File: config.mk
export PLATFORM = sky130hd
export DESIGN_NAME = spi_device_top
export DESIGN_NICKNAME = d
export VERILOG_FILES = /design/src/rtl/spi_device_top.sv
export SDC_FILE = /design/constraint.sdc
export NUM_CORES = 1
export LEC_CHECK = 0
export ABC_AREA = 1
export CAP_MARGIN = 20
export CORE_ASPECT_RATIO = 0.6
export CORE_MARGIN = 10
export CORE_UTILIZATION = 45
export DETAILED_ROUTE_END_ITERATION = 7
export PLACE_DENSITY = 0.72
export SLEW_MARGIN = 20
export SYNTH_ARGS = -nofsm -noshare
export SYNTH_HDL_FRONTEND = slang
export SYNTH_SLANG_ARGS = --single-unit
File: constraint.sdc
create_clock -name clk_i -period 4.6 [get_ports clk_i]
set_input_delay 0.92 -clock clk_i [delete_from_list [all_inputs] [get_ports clk_i]]
set_output_delay 0.92 -clock clk_i [all_outputs]
set_load 0.005 [all_outputs]
File: src/rtl/spi_device_top.sv
// SPI device (CPHA=0 only) with a register bus: receives bytes into an RX FIFO,
// transmits from a TXDATA register. SPI inputs are oversampled in the clk_i domain.
module spi_device_top #(
  parameter bit          CPOL      = 1'b0,
  parameter int unsigned RxDepth   = 16,
  parameter int unsigned AddrWidth = 32,
  parameter int unsigned DataWidth = 32,
  parameter int unsigned RegAddr   = 12
) (
  input  logic                 clk_i,
  input  logic                 rst_ni,
  input  logic                 device_req_i,
  input  logic [AddrWidth-1:0] device_addr_i,
  input  logic                 device_we_i,
  input  logic [3:0]           device_be_i,
  input  logic [DataWidth-1:0] device_wdata_i,
  output logic                 device_rvalid_o,
  output logic [DataWidth-1:0] device_rdata_o,
  input  logic                 spi_sck_i,
  input  logic                 spi_cs_ni,
  input  logic                 spi_copi_i,
  output logic                 spi_cipo_o,
  output logic                 rx_irq_o
);

  localparam int unsigned PtrW = (RxDepth > 1) ? $clog2(RxDepth) : 1;
  localparam int unsigned CntW = $clog2(RxDepth + 1);

  localparam logic [RegAddr-1:0] AddrRxdata = RegAddr'('h0);
  localparam logic [RegAddr-1:0] AddrStatus = RegAddr'('h4);
  localparam logic [RegAddr-1:0] AddrTxdata = RegAddr'('h8);

  typedef enum logic {
    IDLE,
    ACTIVE
  } state_e;

  state_e state_q, state_d;

  logic [1:0] sck_sync_q, cs_sync_q, copi_sync_q;
  logic       sck_prev_q, cs_prev_q;
  logic       sck_s, cs_s, copi_s;
  logic       lead_edge, trail_edge, cs_fall, cs_rise;
  logic       start, stop, lead_en, trail_en;

  logic [2:0] bit_cnt_q;
  logic [7:0] rx_shift_q, tx_shift_q, rx_next;
  logic [7:0] tx_data_q;
  logic       push, push_ok, pop;

  logic [7:0]      fifo_mem [RxDepth];
  logic [PtrW-1:0] wr_ptr_q, rd_ptr_q;
  logic [CntW-1:0] count_q;
  logic            empty, full, overflow_q;

  logic [RegAddr-1:0]   reg_addr;
  logic                 rd_req, wr_req, ovf_clear;
  logic [DataWidth-1:0] rdata_d;

  logic unused_inputs;
  assign unused_inputs = ^{device_addr_i[AddrWidth-1:RegAddr], device_be_i[3:1],
                           device_wdata_i[DataWidth-1:8]};

  // SCK resets to its idle level and CS to "asserted" so that a CS held low
  // across reset release does not look like a fresh falling edge.
  always_ff @(posedge clk_i or negedge rst_ni) begin
    if (!rst_ni) begin
      sck_sync_q  <= {2{CPOL}};
      sck_prev_q  <= CPOL;
      cs_sync_q   <= 2'b00;
      cs_prev_q   <= 1'b0;
      copi_sync_q <= 2'b00;
    end else begin
      sck_sync_q  <= {sck_sync_q[0], spi_sck_i};
      sck_prev_q  <= sck_sync_q[1];
      cs_sync_q   <= {cs_sync_q[0], spi_cs_ni};
      cs_prev_q   <= cs_sync_q[1];
      copi_sync_q <= {copi_sync_q[0], spi_copi_i};
    end
  end

  assign sck_s      = sck_sync_q[1];
  assign cs_s       = cs_sync_q[1];
  assign copi_s     = copi_sync_q[1];
  assign lead_edge  = CPOL ? (sck_prev_q & ~sck_s) : (~sck_prev_q & sck_s);
  assign trail_edge = CPOL ? (~sck_prev_q & sck_s) : (sck_prev_q & ~sck_s);
  assign cs_fall    = cs_prev_q & ~cs_s;
  assign cs_rise    = ~cs_prev_q & cs_s;

  always_ff @(posedge clk_i or negedge rst_ni) begin
    if (!rst_ni) state_q <= IDLE;
    else         state_q <= state_d;
  end

  always_comb begin
    state_d  = state_q;
    start    = 1'b0;
    stop     = 1'b0;
    lead_en  = 1'b0;
    trail_en = 1'b0;
    case (state_q)
      IDLE: begin
        if (cs_fall) begin
          state_d = ACTIVE;
          start   = 1'b1;
        end
      end
      ACTIVE: begin
        if (cs_rise) begin
          state_d = IDLE;
          stop    = 1'b1;
        end else begin
          lead_en  = lead_edge;
          trail_en = trail_edge;
        end
      end
      default: state_d = IDLE;
    endcase
  end

  assign rx_next = {rx_shift_q[6:0], copi_s};
  assign push    = lead_en && (bit_cnt_q == 3'd7);

  // A wrapped bit counter on a trailing edge means a whole byte has gone out.
  always_ff @(posedge clk_i or negedge rst_ni) begin
    if (!rst_ni) begin
      bit_cnt_q  <= 3'd0;
      rx_shift_q <= 8'h00;
      tx_shift_q <= 8'h00;
    end else if (start) begin
      bit_cnt_q  <= 3'd0;
      rx_shift_q <= 8'h00;
      tx_shift_q <= tx_data_q;
    end else if (stop) begin
      bit_cnt_q  <= 3'd0;
      rx_shift_q <= 8'h00;
      tx_shift_q <= 8'h00;
    end else begin
      if (lead_en) begin
        rx_shift_q <= rx_next;
        bit_cnt_q  <= bit_cnt_q + 1'b1;
      end
      if (trail_en) begin
        tx_shift_q <= (bit_cnt_q == 3'd0) ? tx_data_q : {tx_shift_q[6:0], 1'b0};
      end
    end
  end

  assign spi_cipo_o = (state_q == ACTIVE) & tx_shift_q[7];

  assign reg_addr  = device_addr_i[RegAddr-1:0];
  assign rd_req    = device_req_i & ~device_we_i;
  assign wr_req    = device_req_i & device_we_i & device_be_i[0];
  assign empty     = (count_q == '0);
  assign full      = (count_q == CntW'(RxDepth));
  assign pop       = rd_req && (reg_addr == AddrRxdata) && !empty;
  assign push_ok   = push & ~full;
  assign ovf_clear = wr_req && (reg_addr == AddrStatus) && device_wdata_i[2];

  function automatic logic [PtrW-1:0] ptr_inc(input logic [PtrW-1:0] p);
    return (p == PtrW'(RxDepth - 1)) ? '0 : p + 1'b1;
  endfunction

  always_ff @(posedge clk_i) begin
    if (push_ok) fifo_mem[wr_ptr_q] <= rx_next;
  end

  always_ff @(posedge clk_i or negedge rst_ni) begin
    if (!rst_ni) begin
      wr_ptr_q <= '0;
      rd_ptr_q <= '0;
      count_q  <= '0;
    end else begin
      if (push_ok) wr_ptr_q <= ptr_inc(wr_ptr_q);
      if (pop)     rd_ptr_q <= ptr_inc(rd_ptr_q);
      case ({push_ok, pop})
        2'b10:   count_q <= count_q + 1'b1;
        2'b01:   count_q <= count_q - 1'b1;
        default: count_q <= count_q;
      endcase
    end
  end

  // An overflow in the same cycle as a clear request keeps the flag set.
  always_ff @(posedge clk_i or negedge rst_ni) begin
    if (!rst_ni) begin
      overflow_q <= 1'b0;
      tx_data_q  <= 8'h00;
    end else begin
      if (push && full)   overflow_q <= 1'b1;
      else if (ovf_clear) overflow_q <= 1'b0;
      if (wr_req && (reg_addr == AddrTxdata)) tx_data_q <= device_wdata_i[7:0];
    end
  end

  always_comb begin
    rdata_d = '0;
    if (rd_req) begin
      case (reg_addr)
        AddrRxdata: if (!empty) rdata_d = DataWidth'(fifo_mem[rd_ptr_q]);
        AddrStatus: rdata_d = DataWidth'({state_q == ACTIVE, overflow_q, full, empty});
        default:    rdata_d = '0;
      endcase
    end
  end

  always_ff @(posedge clk_i or negedge rst_ni) begin
    if (!rst_ni) begin
      device_rvalid_o <= 1'b0;
      device_rdata_o  <= '0;
    end else begin
      device_rvalid_o <= device_req_i;
      device_rdata_o  <= rdata_d;
    end
  end

  assign rx_irq_o = ~empty;

endmodule

Word-level counts from Yosys, hierarchy flattened

Memories as Yosys holds them, arrays and structs flattened.
Cells that the tools add are included.
Widths: inputs -> output; s select.

$add $sub $neg: 5
Bitwise operators: 17
Muxes and demuxes: 30
Equality and inequality tests: 8
Reduce and logical (&&, ||, !) cells: 15

Operator list:

| kind                | number |
|---|---|
| $pmux 32 s2         | 1 |
| $mux 8              | 5 |
| $mux 32             | 1 |
| $mux 7              | 3 |
| $mux 1              | 13 |
| $eq 12x3->1 const B | 1 |
| $eq 12x4->1 const B | 1 |
| $logic_not 12->1    | 1 |
| $pmux 5 s2          | 1 |
| $and 1x1->1         | 9 |
| $mux 3              | 3 |
| $add 4x1->4 const B | 2 |
| $eq 4x4->1 const B  | 2 |
| $mux 4              | 2 |
| $not 1->1           | 8 |
| $logic_and 1x1->1   | 7 |
| $reduce_bool 3->1   | 2 |
| $add 5x1->5 const B | 1 |
| $eq 5x5->1 const B  | 1 |
| $logic_not 5->1     | 1 |
| $sub 5x1->5 const B | 1 |
| $reduce_bool 2->1   | 2 |
| $add 3x1->3 const B | 1 |
| $eq 3x3->1 const B  | 1 |
| other kinds (5)     | 5 |

Memories kept: 1
Output and inout port bits: 35
Word-level logic and storage cells: 92
Register bits: 82
Memory bits (writable): 128
Input port bits: 75

Memory list:

| name     | words | bits a word | rd ports | clocked after memory_dff | write ports | RTL line | text |
|---|---|---|---|---|---|---|---|
| fifo_mem | 16    | 8           | 1        | 0                        | 1           | 51       | `logic [7:0] fifo_mem [RxDepth];` |

Depth between registers and ports, before layout

Gate-level depths: netlist of the first run.

Depth after elaboration: 8
Depth in mapped cells: 17
Mapped depth without buffers: 16

Worst setup path before layout of the first run

No wires, ideal clock.

Path kind: input-to-reg
Start point: input port device_addr_i[1]
End point: register count_q[4]
Path buffers: 1
Path slack: 1,802 ps
Cell stages on the path: 16
Arrival time: 2,681 ps
Required time: 4,483 ps
Library setup time: 117 ps
Path through: nor2_1 nand2_1 nor3_1 nand3_1 inv_1 buf_4 ha_1 xor2_1 ha_1 a21oi_1 nor2_1 nand2_1 nand3_1 nand2_1 nand2_1 nand2_1

Word-level cells in the longest chain between the ends: 5
Elaborated cells between the ends (all ways): 7
Those cells by class: 2 x eq/ne; 1 x mux; 4 x reduce/logical

RTL lines:

| item                                            | RTL line | text |
|---|---|---|
| start, declared                                 | 13       | `input logic [AddrWidth-1:0] device_addr_i,` |
| $logic_not 12->1 (*)                            | 156      | `assign pop = rd_req && (reg_addr == AddrRxdata) && !empty;` |
| $logic_and 1x1->1 (*) (2 in series)             | 156      |  |
| named net pop                                   | 49       | `logic push, push_ok, pop;` |
| $eq 2x1->1 or $eq 2x2->1 (tied branches)        | 176      | `case ({push_ok, pop})` |
| $pmux 5 s2 or $reduce_bool 2->1 (tied branches) | -        |  |
| end signal, assigned                            | 177      | `2'b10: count_q <= count_q + 1'b1;` |
| end signal, assigned                            | 178      | `2'b01: count_q <= count_q - 1'b1;` |
| end signal, assigned                            | 179      | `default: count_q <= count_q;` |
| end, declared                                   | 53       | `logic [CntW-1:0] count_q;` |

The timed path passes the listed nets; every way through them passes the cells marked *.
A chain may end at the register's enable or synchronous reset.

Worst setup path in the final report of the first run

Start point: input port device_addr_i[9]
End point: register count_q[4]

Word-level cells in the longest chain between the ends: 5
Elaborated cells between the ends (all ways): 7
Those cells by class: 2 x eq/ne; 1 x mux; 4 x reduce/logical

RTL lines:

| item                                            | RTL line |
|---|---|
| $logic_not 12->1 (*)                            | 156 |
| $logic_and 1x1->1 (*) (2 in series)             | 156 |
| $eq 2x1->1 or $eq 2x2->1 (tied branches)        | 176 |
| $pmux 5 s2 or $reduce_bool 2->1 (tied branches) | - |

Every way passes the cells marked *; elsewhere a longest branch is shown, timed or not.

==> results of run 1 <==
## worst max path at each step
stage                                start    endpoint  slack (ns)  cells after the start
after floorplan           device_addr_i[1]  count_q[4]        1.80                     16
after global placement    device_addr_i[8]  count_q[4]        0.82                     17
after detailed placement  device_addr_i[9]  count_q[4]        0.76                     16
after CTS                 device_addr_i[9]  count_q[4]        1.21                     16
after global routing      device_addr_i[9]  count_q[4]        0.75                     17
final                     device_addr_i[9]  count_q[4]        1.17                     16
## through the flow
step | std cells | area (um2) | hold WS (ns) | setup WS, ns | util (%)
floorplan | 842 | 8304 | 0.3312 | 1.802 | -
global placement | 1074 | 8705 | 0.3332 | 0.8182 | 48.31
detailed placement | 1074 | 8705 | 0.3379 | 0.7562 | 48.31
CTS | 1106 | 9303 | 0.3556 | 1.207 | 51.62
global route | 1106 | 9303 | 0.3569 | 0.7524 | 51.62
finish | 1106 | 9303 | 0.3523 | 1.174 | 51.62
## layout by cell type, fill, tap and decap left out, drive strengths merged, types with 6 or more instances in the layout
| master | synthesis | final |
|---|---|---|
| a21oi | 21 | 21 |
| a31oi | 7 | 7 |
| clkbuf | 10 | 19 |
| clkdlybuf4s50 | 0 | 37 |
| conb | 1 | 24 |
| dfrtp | 58 | 58 |
| edfxtp | 128 | 128 |
| ha | 11 | 11 |
| inv | 86 | 93 |
| nand2 | 244 | 244 |
| nand3 | 82 | 82 |
| nand3b | 6 | 6 |
| nor2 | 70 | 70 |
| o21ai | 33 | 33 |
## worst max-delay path, delay by kind of cell
kind            cells  cell delay [ns]
xor+xnor            1             0.22
fa+ha+maj           2             0.54
compound gates      1             0.05
simple gates       10             1.18
buf+inv             2             0.83
## per-layer routing
| layer | routed length [um] | part of all wire, % |
|---|---|---|
| met2 | 7968 | 43 |
| met4 | 206 | 1.1 |
| met1 | 8932 | 48 |
| met3 | 1480 | 8.0 |
| met5 | 0 | 0 |
## power groups by stage
stage                     Combinational, mW  Sequential [mW]  Clock [mW]
after floorplan                       0.131             1.89           0
after global placement                0.171             1.90           0
after detailed placement              0.177             1.90           0
after CTS                             0.177             1.87        1.47
after global routing                  0.211             1.87        1.54
final                                 0.177             1.87        1.46
## cell usage after synthesis (all sizes together) (2+ instances only)
| library cell | count |
|---|---|
| o21ai | 33 |
| a21oi | 21 |
| buf | 40 |
| o22ai | 5 |
| inv | 86 |
| clkbuf | 10 |
| nor3 | 2 |
| nand3 | 82 |
| nand4 | 4 |
| ha | 11 |
| dfrtp | 58 |
| a31oi | 7 |
| nand2 | 244 |
| o211ai | 3 |
| nand3b | 6 |
| edfxtp | 128 |
| xor2 | 5 |
| nor2 | 70 |
## cell type report
cell class | instances | area share [%]
multi-input cells | 520 | 25.58
flip-flops and latches | 186 | 56.93
clock inverters | 13 | 1.318
clock buffers | 19 | 5.111
well taps | 240 | 3.228
repair buffers | 42 | 4.358
inverters | 86 | 3.470
## sequential cells by signal (all words and copies together), names as in the netlist
register,cells
fifo_mem,128
sck_prev_q,1
tx_shift_q,8
tx_data_q,8
overflow_q,1
wr_ptr_q,4
device_rdata_o,8
copi_sync_q,2
count_q,5
cs_sync_q,2
sck_sync_q,2
device_rvalid_o,1
rd_ptr_q,4
bit_cnt_q,3
state_q,1
cs_prev_q,1
rx_shift_q,7
## cell families (layout without fill, tap and decap cells)
| kind of cell | Yosys count | in the layout |
|---|---|---|
| simple gates | 409 | 409 |
| flops | 186 | 186 |
| buf+inv | 136 | 160 |
| compound gates | 70 | 70 |
| fa+ha+maj | 11 | 11 |
| xor+xnor | 6 | 6 |
| other cells | 1 | 24 |
==> impl_metrics.yaml, run 1 <==
clock_tree:
  postCtsSetupBuffers: 0
  cts_root_buf: "clkbuf_16"
  clk_latency_ns: 0.42
  holdBufCountCts: 0
  cts_tree: "built"
  cts_resized: 0
  cts.sinks: 186
  h-tree-depth: 4
  path_clk_slew_ns: 0.07
  cts_inserted_buffers: 17
  clockBufferDepth: 2
grt:
  grt_pass1_vias: 5473
  grt-ovfl-total: 0
  globalRouteMet3Util_pct: 3.199
  track_usage_pct: 15.31
  grt_util_met1_pct: 23.11
  grt_max_degree: 51
  grt_pass1_wl_um: 29700
  grt_use_met2_pct: 21.40
  top_usage_layer: "met1"
  antenna_found_initial: 0
finish:
  drive_gt1_share_pct: 6.236
  seqCellArea_um2: 5296
  areaGrowthSynthToFinish_pct: 13.20
  antenna_cells: 0
  multi_input_area_um2: 2380
  finalNetCount: 939
  fillers: 1598
worst_setup_path:
  required_ns: 4.92
  crit_chain: "clkdlybuf4s50_1, nor2_1, nand2_1, nor2_1, nand3_1, inv_1, ha_1, xor2_1, ha_1, a21oi_1, nor2_1, nand2_1, nand3_1, nand2_1, nand2_1, nand2_1"
  arrival_ns: 3.74
  cp_slowest_cell: "inv_1"
  crit_top_cell: "nand2_1"
  critical_path_class: "in -> reg"
  rr_endpoint: "count_q[4]"
  worst_setup_path_end_kind: "flop"
  crit_path_start_kind: "input pin"
  slowest_delay_ns: 0.42
  path_max_fanout: 12
  r2r_slack_ns: 1.77
  r2r_cells: 14
  r2r_start: "count_q[1]"
die:
  num_io_pins: 110
  start_util_pct: 45.60
  die_height_um: 124.7
  die_w_um: 194.5
  dieArea_um2: 24240
  core_area_um2: 18020
  rows: 38
hold_path:
  hp-class: "reg -> reg"
  min_from: "cs_sync_q[0]"
  hold_depth: 0
  whs_endpoint: "cs_sync_q[1]"
pwr:
  p_total_mw: 3.501
  sequentialPowerShare_pct: 53.3
  p_per_area_nw_per_um2: 376.3
  power_frac_comb_pct: 5.1
  vdd_ir_drop_max_mv: 0.2958
  p_leak_nw: 3.958
  swShare_pct: 23.53
  net-switching-power_uw: 823.6
  power.share.clock_pct: 41.6
  intPower_mw: 2.677
logic_synthesis:
  synthFlopType: "edfxtp_1"
  syn_area_um2: 8218
  ys_seq_area_share_pct: 64.43
  synth.avg_cell_area_um2: 10.03
  synth_top_family_by_area: "simple AND/OR/NAND/NOR gates"
  async_reset_ff_share_pct: 31.18
  synth-seq-cells: 186
  synth_top_cell_by_area: "edfxtp_1"
  yosys_warnings: 0
  synth_adder_area_share_pct: 1.675
  synth_simple_gate_area_share_pct: 20.98
  synth_compound_area_share_pct: 4.568
  synthesis.instances: 819
  synth_top_area_share_pct: 46.77
  synth_cell_type_count: 30
  yosys-top-cells-area: "edfxtp_1, dfrtp_1, nand2_1"
  synthXorXnorAreaFrac_pct: 0.6395
  synth_edf_count: 128
  synthMuxAreaShare_pct: 0
sta:
  final_max_slew_viol_count: 0
  finalSetupViolCount: 0
  finalSetupTns_ns: 0
  worstMarginPinSlew_ns: 0.9044
  fin_crit_sh_pct: 74.48
  fmax_ghz: 0.2919
  rsz0062_at_grt: "false"
  hold_viol: 0
  relSlewSlack_pct: 39.49
  clock_skew_ns: 0.01195
  period_minus_slack_ns: 3.426
placed_design:
  place.gp.congestion: 0.8400
  port_buffers: 38
  dp_hpwl_um: 12210
status:
  outcome: "completed"
route:
  dr.first_iter.drc_count: 643
  drc_errors: 0
  vias: 5664
  wl_um: 18590
  ant_nets: 0
  viasPerCell: 5.121
  post_drt_wl_per_cell_um: 16.81
  drt_pass1_iterations: 6
job:
  maxCapViolations: 0
No activity file was read; power rests on OpenSTA's default activity.
==> inputs of run 2 (changes only) <==
--- a/config.mk
+++ b/config.mk
@@ -11,7 +11,7 @@
 export CORE_MARGIN = 10
 export CORE_UTILIZATION = 45
 export DETAILED_ROUTE_END_ITERATION = 7
-export PLACE_DENSITY = 0.72
+export PLACE_DENSITY = 0.75
 export SLEW_MARGIN = 20
 export SYNTH_ARGS = -nofsm -noshare
 export SYNTH_HDL_FRONTEND = slang
==> constraint.sdc (replaced) <==
create_clock -name clk_i -period 2.9 [get_ports clk_i]
set_input_delay 0.58 -clock clk_i [delete_from_list [all_inputs] [get_ports clk_i]]
set_output_delay 0.58 -clock clk_i [all_outputs]
set_load 0.005 [all_outputs]
==> run 2 against run 1 <==
Clock power increased by 50%; die area unchanged; core utilization increased by 0.83 points; critical path type is now reg -> reg; sequential power increased by 59%; clock skew increased by 0.0033 ns; non-clock buffer count increased by 27; design area increased by 1.6%; routed wire length increased by 0.20%; largest cell class unchanged; power increased by 56%.
==> impl_metrics.yaml, run 2 (same netlist as run 1, synthesis figures left out) <==
status:
  outcome: "completed"
finish:
  finalNonFillerCells: 1133
  final_common_cell: "nand2_1"
  largest_register: "fifo_mem"
  fin_util_pct: 52.46
  fillers: 1563
  seqCellArea_um2: 5296
  antenna_cells: 0
  largest_reg_flops: 128
  areaGrowthSynthToFinish_pct: 15.03
  multi_input_area_um2: 2380
  finalNetCount: 966
  layout_common_cells: "nand2_1, edfxtp_1, inv_1, nand3_1, nor2_1"
  drive_gt1_share_pct: 8.959
pwr:
  power_frac_comb_pct: 5.4
  swShare_pct: 23.92
  p_leak_nw: 4.085
  intPower_mw: 4.144
  net-switching-power_mw: 1.303
  p_per_area_nw_per_um2: 576.2
  power.share.clock_pct: 40.1
  vdd_ir_drop_max_mv: 0.3489
  sequentialPowerShare_pct: 54.5
clock_tree:
  cts_resized: 0
  cts.sinks: 186
  cts_root_buf: "clkbuf_16"
  clockBufferDepth: 2
  holdBufCountCts: 0
  clk_latency_ns: 0.44
  postCtsSetupBuffers: 0
  path_clk_slew_ns: 0.07
  h-tree-depth: 4
  cts_tree: "built"
  cts_inserted_buffers: 17
route:
  wl_um: 18620
  drt_pass1_iterations: 5
  ant_nets: 0
  post_drt_wl_per_cell_um: 16.44
  drc_errors: 0
  dr.first_iter.drc_count: 767
  viasPerCell: 5.095
  vias: 5773
worst_setup_path:
  critical_path_class: "reg -> reg"
  crit_path_start_kind: "flop"
  slowest_delay_ns: 0.43
  crit_chain: "nor2_1, nand3_1, nor2_1, nand3b_1, ha_1, xor2_1, ha_1, a21oi_1, nor2_1, nand2_1, nand3_1, nand2_1, nand2_1, nand2_1"
  worst_setup_path_end_kind: "flop"
  required_ns: 3.23
  arrival_ns: 2.76
  path_max_fanout: 5
  crit_top_cell: "nand2_1"
  cp_slowest_cell: "dfrtp_1"
sta:
  relSlewSlack_pct: 45.72
  finalSetupTns_ns: 0
  clock_skew_ns: 0.01526
  final_max_slew_viol_count: 0
  setup_slack_ns: 0.4721
  finalSetupViolCount: 0
  hold_viol: 0
  fin_crit_sh_pct: 83.72
  fmax_ghz: 0.4119
  timing.hold.ws_ns: 0.2858
  worstMarginPinSlew_ns: 0.8142
  rsz0062_at_grt: "false"
  period_minus_slack_ns: 2.428
grt:
  track_usage_pct: 15.40
  grt_max_degree: 71
  grt_pass1_vias: 5448
  grt_pass1_wl_um: 29440
  grt-ovfl-total: 0
  antenna_found_initial: 0
hold_path:
  hp-class: "in -> async"
placed_design:
  dp_hpwl_um: 12370
  port_buffers: 38
  place_inst: 1101
  place.gp.congestion: 0.8602
  dp_slack_ns: 0.09188
job:
  maxCapViolations: 0
die:
  num_io_pins: 110
  start_util_pct: 45.60
  die_height_um: 124.7
  die_w_um: 194.5
  dieArea_um2: 24240
  rows: 38
  core_area_um2: 18020
-- run 2: cell types whose count changed in the layout (fill, tap and decap cells not counted), sizes merged --
cell	delta
clkinvlp	-1
inv	+1
buf	+27
-- run 2: through the flow --
stage | power, mW | cell area [um2]
after CTS | 5.461 | 9453
after detailed placement | 3.303 | 8907
final | 5.447 | 9453
after global placement | 3.289 | 8907
after global routing | 5.634 | 9453
after floorplan | 3.198 | 8304
-- run 2: cell type report --
cell class              instances  area share, %
flip-flops and latches        186          56.03
multi-input cells             520          25.18
repair buffers                 69          6.433
clock buffers                  19          4.619
inverters                      86          3.415
well taps                     240          3.177
clock inverters                13          1.152
-- run 2: worst paths after layout --
path | startpoint | to | slack (ns) | cells past startpoint
min | rst_ni | sck_prev_q | 0.29 | 2
max reg2reg | count_q[1] | count_q[4] | 0.47 | 14
min reg2reg | sck_sync_q[0] | sck_sync_q[1] | 0.35 | 0
min in group clk_i | sck_sync_q[0] | sck_sync_q[1] | 0.35 | 0
max | count_q[1] | count_q[4] | 0.47 | 14
max in group asynchronous | rst_ni | rd_ptr_q[0] | 2.04 | 2
-- run 2: routing by layer --
metal	global-route usage, %	up-vias	part of all wire, %	wire length, um
met5	0	-	0	0
met4	4.461	0	1.2	225
met3	3.763	23	8.4	1562
met2	21.52	224	43	8087
met1	22.95	2753	47	8749
li1	-	2773	-	-
-- run 2: power groups by stage --
stage               Sequential (mW)  Clock [mW]  Combinational (mW)
floorplan                      2.99           0               0.207
global placement               3.02           0               0.271
detailed placement             3.02           0               0.286
CTS                            2.96        2.21               0.292
global route                   2.97        2.33               0.332
finish                         2.97        2.19               0.294
-- run 2: worst max-delay path, delay by kind of cell, from the launching register on --
| family | cells | cell delay [ns] |
|---|---|---|
| AND/OR/NAND/NOR | 10 | 1.21 |
| flip-flops | 1 | 0.43 |
| adder cells (fa/ha/maj) | 2 | 0.41 |
| XOR/XNOR | 1 | 0.21 |
| AO/OA/AOI/OAI | 1 | 0.05 |
==> inputs of run 3 (changes only) <==
--- a/config.mk
+++ b/config.mk
@@ -11,7 +11,7 @@
 export CORE_MARGIN = 10
 export CORE_UTILIZATION = 45
 export DETAILED_ROUTE_END_ITERATION = 7
-export PLACE_DENSITY = 0.75
+export PLACE_DENSITY = 0.72
 export SLEW_MARGIN = 20
 export SYNTH_ARGS = -nofsm -noshare
 export SYNTH_HDL_FRONTEND = slang
==> constraint.sdc (replaced) <==
create_clock -name clk_i -period 2.3 [get_ports clk_i]
set_input_delay 0.46 -clock clk_i [delete_from_list [all_inputs] [get_ports clk_i]]
set_output_delay 0.46 -clock clk_i [all_outputs]
set_load 0.005 [all_outputs]
==> run 3 against run 2 <==
Clock skew rose by 0.0014 ns; non-clock buffer count rose by 14; die area did not move; critical path type unchanged; largest power group unchanged; highest routed layer unchanged.
==> impl_metrics.yaml, run 3 (same netlist as run 1, synthesis figures left out) <==
clock_tree:
  clk_latency_ns: 0.43
  cts.sinks: 186
  clockBufferDepth: 2
  cts_tree: "built"
  h-tree-depth: 4
  path_clk_slew_ns: 0.08
  cts_inserted_buffers: 17
  cts_root_buf: "clkbuf_16"
die:
  start_util_pct: 45.60
  num_io_pins: 110
  dieArea_um2: 24240
  die_height_um: 124.7
  die_w_um: 194.5
  rows: 38
  core_area_um2: 18020
route:
  vias: 5693
  dr.first_iter.drc_count: 655
  viasPerCell: 4.963
  wl_um: 18620
  drt_pass1_iterations: 5
  drc_errors: 0
  ant_nets: 0
  post_drt_wl_per_cell_um: 16.23
pwr:
  p_per_area_nw_per_um2: 724.1
  p_total_mw: 7.018
  p_leak_nw: 4.182
  vdd_ir_drop_max_mv: 0.4626
sta:
  hold_viol: 0
  rsz0062_at_grt: "true"
  fin_crit_sh_pct: 97.93
  relSlewSlack_pct: 49.69
  clock_skew_ns: 0.01668
  final_max_slew_viol_count: 0
  worstMarginPinSlew_ns: 0.7519
  finalSetupViolCount: 0
  fmax_ghz: 0.4440
  period_minus_slack_ns: 2.252
placed_design:
  place_inst: 1109
  place.gp.congestion: 0.8273
  port_buffers: 38
  dp_hpwl_um: 12190
finish:
  largest_reg_flops: 128
  antenna_cells: 0
  finalNetCount: 980
  largest_register: "fifo_mem"
  areaGrowthSynthToFinish_pct: 17.94
  final_common_cell: "nand2_1"
  drive_gt1_share_pct: 11.80
  finalNonFillerCells: 1147
  layout_common_cells: "nand2_1, edfxtp_1, nand3_1"
  fin_util_pct: 53.78
worst_setup_path:
  r2r_slack_ns: 0.05
  crit_path_start_kind: "flop"
  worst_setup_path_end_kind: "flop"
  critical_path_class: "reg -> reg"
  path_max_fanout: 4
  arrival_ns: 2.58
  r2r_start: "count_q[2]"
  required_ns: 2.63
  crit_start: "count_q[2]"
grt:
  grt_pass1_vias: 5360
  grt_max_degree: 71
  globalRouteMet3Util_pct: 3.280
  antenna_found_initial: 0
  grt_util_met1_pct: 23.10
  track_usage_pct: 15.21
  grt_use_met2_pct: 21.18
  grt_pass1_wl_um: 29500
  grt-ovfl-total: 0
  top_usage_layer: "met1"
hold_path:
  hp-class: "reg -> reg"
  min_from: "sck_sync_q[0]"
job:
  maxCapViolations: 0
status:
  outcome: "completed"
## run 3: layout make-up
class	count	area (um2)
inverters	86	322.8
well taps	240	300.3
clock inverters	14	143.9
multi-input cells	520	2424
flip-flops and latches	186	5296
clock buffers	18	450.4
repair buffers	83	754.5
fillers	1527	8328
## run 3: path summary, 6_finish.rpt
| kind | end | cells after the start |
|---|---|---|
| setup / recovery | count_q[4] | 14 |
| hold / removal | sck_sync_q[1] | 0 |
| setup reg to reg | count_q[4] | 14 |
| hold reg to reg | sck_sync_q[1] | 0 |
| max in group asynchronous | rd_ptr_q[0] | 3 |
| min in group asynchronous | cs_sync_q[0] | 2 |
## run 3: what timing repair did
action                                 4_1_cts  5_1_grt
resized for setup                            0       13
buffers inserted                             0        5
endpoints found under the hold margin       14        0
setup endpoints to repair                    0        3
hold buffers                                 1        0
## run 3: report_power, final
part           total, mW  leakage (nW)  internal (mW)  switching [mW]
Clock               2.90         0.296           1.52            1.38
Combinational      0.388          1.94          0.160           0.228
Sequential          3.73          1.95           3.65          0.0753
## run 3: critical path, cell delays in order (launching register included)
cell      delay, ns
dfrtp_1        0.42
nor2_2         0.17
nand3_1        0.10
nor2_2         0.20
nand3b_1       0.24
ha_4           0.18
xor2_2         0.17
ha_2           0.21
a21oi_2        0.04
nor2_1         0.11
nand2_1        0.08
nand3_1        0.07
nand2_1        0.06
nand2_1        0.05
nand2_1        0.04
## run 3: through the flow
step | worst slack (ns) | hold WS, ns | setup TNS (ns) | instance area [um2]
floorplan | 0.05984 | 0.1644 | 0 | 8317
finish | 0.04770 | 0.3568 | 0 | 9692
detailed placement | -0.3090 | 0.3412 | -0.8529 | 9017
global route | -0.07504 | 0.3682 | -0.07504 | 9692
global placement | -0.2593 | 0.3329 | -0.6926 | 9017
CTS | 0.006008 | 0.3592 | 0 | 9622
## run 3: layer usage
| metal | up-vias | wire [um] |
|---|---|---|
| met1 | 2695 | 8968 |
| met3 | 11 | 1316 |
| li1 | 2793 | - |
| met5 | - | 0 |
| met2 | 194 | 8201 |
| met4 | 0 | 132 |
